[src/rtl/mem_stage.sv]
// Memory-access stage: holds one instruction from execute, waits for the
// data-SRAM response of a memory request, aligns/extends load data and
// hands the result to write-back. Also drives the decode forwarding port.
//
// Handshake (both sides): a transfer happens on a rising edge where the
// sender's valid and the receiver's allowin are both high. valid is
// held with a stable bus until the transfer happens. allowin may depend
// combinationally on the downstream allowin and on data_sram_data_ok.
module mem_stage (
  input  logic        clk,
  input  logic        resetn,
  input  logic        ex_to_mem_valid,
  input  logic [74:0] ex_to_mem_bus,
  output logic        mem_allowin,
  input  logic        data_sram_data_ok,
  input  logic [31:0] data_sram_rdata,
  input  logic        wb_allowin,
  output logic        mem_to_wb_valid,
  output logic [69:0] mem_to_wb_bus,
  output logic        mem_fwd_we,
  output logic [4:0]  mem_fwd_waddr,
  output logic [31:0] mem_fwd_wdata,
  output logic        mem_fwd_block
);

  logic        mem_valid_q, mem_valid_d;
  logic [74:0] ex_to_mem_reg_q, ex_to_mem_reg_d;
  logic        data_buf_valid_q, data_buf_valid_d;
  logic [31:0] data_buf_q, data_buf_d;

  // Fields of the captured instruction
  logic        mem_req;
  logic        res_from_mem;
  logic [2:0]  ld_type;
  logic        rf_we;
  logic [4:0]  rf_waddr;
  logic [31:0] alu_result;
  logic [31:0] pc;

  assign {mem_req, res_from_mem, ld_type, rf_we, rf_waddr, alu_result, pc} = ex_to_mem_reg_q;

  // A response only counts when it belongs to the instruction in the stage;
  // stray pulses are filtered here so they cannot touch any state.
  logic data_ok_hit;
  logic mem_ready_go;
  logic mem_leave;

  assign data_ok_hit     = data_sram_data_ok & mem_valid_q & mem_req & ~data_buf_valid_q;
  assign mem_ready_go    = ~mem_req | data_ok_hit | data_buf_valid_q;
  assign mem_allowin     = ~mem_valid_q | (mem_ready_go & wb_allowin);
  assign mem_to_wb_valid = mem_valid_q & mem_ready_go;
  assign mem_leave       = mem_valid_q & mem_ready_go & wb_allowin;

  logic [31:0] raw_word;
  logic [7:0]  ld_byte;
  logic [15:0] ld_half;
  logic [31:0] load_data;
  logic [31:0] rf_wdata;

  // Select the load word source and align/extend it by ld_type and offset
  always_comb begin
    raw_word = data_buf_valid_q ? data_buf_q : data_sram_rdata;
    ld_byte  = raw_word[{alu_result[1:0], 3'b000} +: 8];
    ld_half  = alu_result[1] ? raw_word[31:16] : raw_word[15:0];
    case (ld_type)
      3'b001:  load_data = {{24{ld_byte[7]}}, ld_byte};
      3'b101:  load_data = {24'b0, ld_byte};
      3'b010:  load_data = {{16{ld_half[15]}}, ld_half};
      3'b110:  load_data = {16'b0, ld_half};
      default: load_data = raw_word;
    endcase
    rf_wdata = res_from_mem ? load_data : alu_result;
  end

  assign mem_to_wb_bus = {rf_we, rf_waddr, rf_wdata, pc};
  assign mem_fwd_we    = mem_valid_q & rf_we;
  assign mem_fwd_waddr = rf_waddr;
  assign mem_fwd_wdata = rf_wdata;
  assign mem_fwd_block = mem_valid_q & res_from_mem & ~data_sram_data_ok & ~data_buf_valid_q;

  // Next-state: pipeline capture and response buffering while write-back stalls
  always_comb begin
    mem_valid_d      = mem_valid_q;
    ex_to_mem_reg_d  = ex_to_mem_reg_q;
    data_buf_valid_d = data_buf_valid_q;
    data_buf_d       = data_buf_q;
    if (mem_allowin) begin
      mem_valid_d = ex_to_mem_valid;
    end
    if (ex_to_mem_valid && mem_allowin) begin
      ex_to_mem_reg_d = ex_to_mem_bus;
    end
    // Departure clears the buffer so a newly captured entry starts empty
    if (mem_leave) begin
      data_buf_valid_d = 1'b0;
    end else if (data_ok_hit && !wb_allowin) begin
      data_buf_valid_d = 1'b1;
      data_buf_d       = data_sram_rdata;
    end
  end

  // State registers with asynchronous active-low reset
  always_ff @(posedge clk or negedge resetn) begin
    if (!resetn) begin
      mem_valid_q      <= 1'b0;
      ex_to_mem_reg_q  <= '0;
      data_buf_valid_q <= 1'b0;
      data_buf_q       <= '0;
    end else begin
      mem_valid_q      <= mem_valid_d;
      ex_to_mem_reg_q  <= ex_to_mem_reg_d;
      data_buf_valid_q <= data_buf_valid_d;
      data_buf_q       <= data_buf_d;
    end
  end

endmodule

[config.mk]
export PLATFORM = sky130hd
export DESIGN_NAME = mem_stage
export DESIGN_NICKNAME = d
export VERILOG_FILES = /design/src/rtl/mem_stage.sv
export SDC_FILE = /design/constraint.sdc
export NUM_CORES = 1
export LEC_CHECK = 0
export CORE_MARGIN = 1.5
export CORE_UTILIZATION = 52
export CTS_BUF_LIST = sky130_fd_sc_hd__clkbuf_4
export DETAILED_ROUTE_END_ITERATION = 10
export GPL_ROUTABILITY_DRIVEN = 1
export PLACE_DENSITY = 0.95
export SLEW_MARGIN = 20
export SYNTH_ARGS = -nofsm -noshare
export SYNTH_HDL_FRONTEND = slang
export SYNTH_SLANG_ARGS = --single-unit
[constraint.sdc]
create_clock -name clk -period 4.49 [get_ports clk]
set_clock_uncertainty 0.15 [all_clocks]
set_input_delay 1.1225 -clock clk [delete_from_list [all_inputs] [get_ports clk]]
set_output_delay 1.1225 -clock clk [all_outputs]
set_load 0.05 [all_outputs]
==> results.json <==
{
  "synth.area.mux_share_pct": 27.7,
  "wl_um": 19400,
  "critPathMaxFanout": 3,
  "report.final.hold_viol_count": 0,
  "clkLatencyLatePin_ps": 490,
  "rr_worst_depth": 4,
  "p_per_area_nw_per_um2": 666,
  "max_slew_margin_pct": 32.1,
  "place_area_um2": 9170,
  "grt_pass1_vias": 5722,
  "synthArstFlopShare_pct": 100,
  "finalInstanceArea_um2": 9340,
  "busiest_layer": "met2",
  "syn_area_um2": 6750,
  "cts_buffers": 9,
  "vdd_drop_max_mv": 0.449,
  "vias_per_cell": 5.78,
  "dieHeight_um": 117,
  "final_common_cell": "clkdlybuf4s50_1",
  "io_pins": 223,
  "track_usage_pct": 28.9,
  "vias": 5309,
  "end_kind": "output pin",
  "hpwl_um": 14900,
  "fin_crit_sh_pct": 95.6,
  "antenna_found_initial": 0,
  "place_congestion": 0.855,
  "tightest_slew_ps": 1020,
  "synth-seq-cells": 109,
  "postSynthCellCount": 600,
  "p_leak_nw": 3.91,
  "synthSimpleGateAreaFrac_pct": 8.71,
  "place.port_buffers": 222,
  "rsz0062_at_grt": "false",
  "synth_compound_area_share_pct": 10.2,
  "cts.sinks": 109,
  "drc_errors": 0,
  "grtUsageMet1_pct": 32.2,
  "use_met3_pct": 9.68,
  "path_delay_family": "compound AO/OA/AOI/OAI gates",
  "min_period_ps": 4290,
  "setup_violations": 0,
  "worst_hold_path_type": "flip-flop to flip-flop",
  "ctsResizeCount": 0,
  "crit_path_max_incr_delay_ps": 610,
  "synthXorXnorAreaFrac_pct": 0.130,
  "avgRoutedWirePerCell_um": 21.1,
  "nNetsFinal": 853,
  "yosysSeqAreaShare_pct": 40.4,
  "grt_use_met2_pct": 51.2,
  "hold_ws_ps": 367,
  "cp.depth": 6,
  "core_um2": 12600,
  "synth_cell_type_count": 50,
  "cts_buffer_depth": 2,
  "drv_slew": 0,
  "crit_buf_inv": 2,
  "initial_core_util_pct": 53.5,
  "grt_overflow_total": 0,
  "crit_arrival_ps": 3020,
  "grt_max_degree": 76,
  "antenna_left": 0,
  "cts_tree": "yes",
  "syn_nets": 712,
  "synth_top_family_by_area": "multiplexers",
  "ys.flop_type": "dfrtp_1",
  "grt_pass1_wl_um": 29700,
  "cts-root-buf": "clkbuf_4",
  "crit_type": "primary input to output pin",
  "maxCapViolations": 0,
  "crit_required_ps": 3220,
  "die_w_um": 117,
  "critPathLaunchType": "primary input",
  "drt_iter0_drc": 289,
  "placementRows": 41,
  "drt-pass1-iter-count": 5,
  "setup_tns_ps": 0,
  "hold_depth": 1,
  "clk_pin_slew_ps": 180,
  "fmaxAchievable_mhz": 233,
  "syn_to_final_growth_pct": 38.4,
  "synth_adder_area_share_pct": 0,
  "final_cell_mix": "clkdlybuf4s50_1, dfrtp_1, mux2_2, buf_12, nand2_1",
  "status": "finished, final reports clean",
  "synth-edff-count": 0,
  "postSynthAreaPerCell_um2": 11.3,
  "ys.warnings.count": 0,
  "die_area_um2": 13700,
  "slowest_stage": "a31oi_1",
  "drive_gt1_share_pct": 30.7,
  "htreeDepth": 3,
  "crit_chain": "clkdlybuf4s50_1 > mux2i_1 > a22oi_4 > nand3_1 > a31oi_1 > buf_12"
}
-- synth_stat cells (7+ instances only) --
library cell	n	area, um^2
o22ai_1	8	50.1
buf_6	9	101
buf_4	81	608
nor2_1	25	93.8
clkbuf_1	15	56.3
a41oi_1	7	61.3
o21ai_0	13	65.1
a41oi_2	10	163
nand2b_1	10	62.6
nand2_1	44	165
a22oi_1	7	52.6
inv_1	10	37.5
mux2i_1	38	380
buf_2	10	50.1
mux2_2	91	1020
mux2_1	28	315
dfrtp_1	109	2730
nand3_1	7	35.0
a21oi_1	11	55.1
-- worst register-to-register path, cell delays in order, from the launching register on --
cell	delay [ps]
dfrtp_2	830
nor3b_2	160
o21ai_2	270
nand2_4	570
mux2_1	620
-- through the flow --
stage | utilization, % | total power, W | instances | setup slack (ps)
finish | 74.0 | 0.00622 | 919 | 196
global route | 74.0 | 0.00645 | 918 | 33.3
CTS | 73.8 | 0.00623 | 917 | 29.3
detailed placement | 72.7 | 0.00573 | 901 | 35.3
global placement | 72.7 | 0.00559 | 901 | 136
floorplan | - | 0.00413 | 600 | 45.9
-- metal layers --
layer,part of all wire (%),vias up
met5,0,-
met3,8.9,56
met1,35,2620
met4,3.6,0
li1,-,2358
met2,52,275
-- final timing paths --
check,startpoint,end,slack [ps]
max,data_sram_rdata[15],mem_fwd_wdata[7],200
min,ex_to_mem_reg_q[9],ex_to_mem_reg_q[9],370
max reg2reg,data_buf_valid_q,ex_to_mem_reg_q[41],1810
min reg2reg,ex_to_mem_reg_q[9],ex_to_mem_reg_q[9],370
max in group asynchronous,resetn,ex_to_mem_reg_q[33],2820
min in group asynchronous,resetn,ex_to_mem_reg_q[36],570
-- repair_timing --
item,4_1_cts,5_1_grt
setup buffers,0,1
hold buffers,0,0
setup endpoints to repair,0,6
-- flip-flops by register name, summed over array words and instances, names as in the netlist --
register          cells
ex_to_mem_reg_q      75
data_buf_q           32
data_buf_valid_q      1
mem_valid_q           1
-- kinds of logic after synthesis --
group | count (synthesis)
mux | 164
buf+inv | 126
simple gates | 115
flops | 109
compound gates | 85
xor+xnor | 1
-- where the power goes --
| part | internal (W) | leakage [nW] | switching, W | total [W] |
|---|---|---|---|---|
| Clock | 0.000130 | 0.0738 | 0.000364 | 0.000493 |
| Sequential | 0.00128 | 1.28 | 0.000298 | 0.00158 |
| Combinational | 0.00185 | 2.55 | 0.00229 | 0.00415 |
-- final cells by class --
class	count	area, um^2
diodes	1	2.50
inverters	10	37.5
multi-input cells	365	3180
flip-flops and latches	109	2730
repair buffers	246	3040
clock inverters	7	66.3
fillers	804	3280
well taps	172	215
clock buffers	9	67.6
Power figures use the tool's default switching activity.
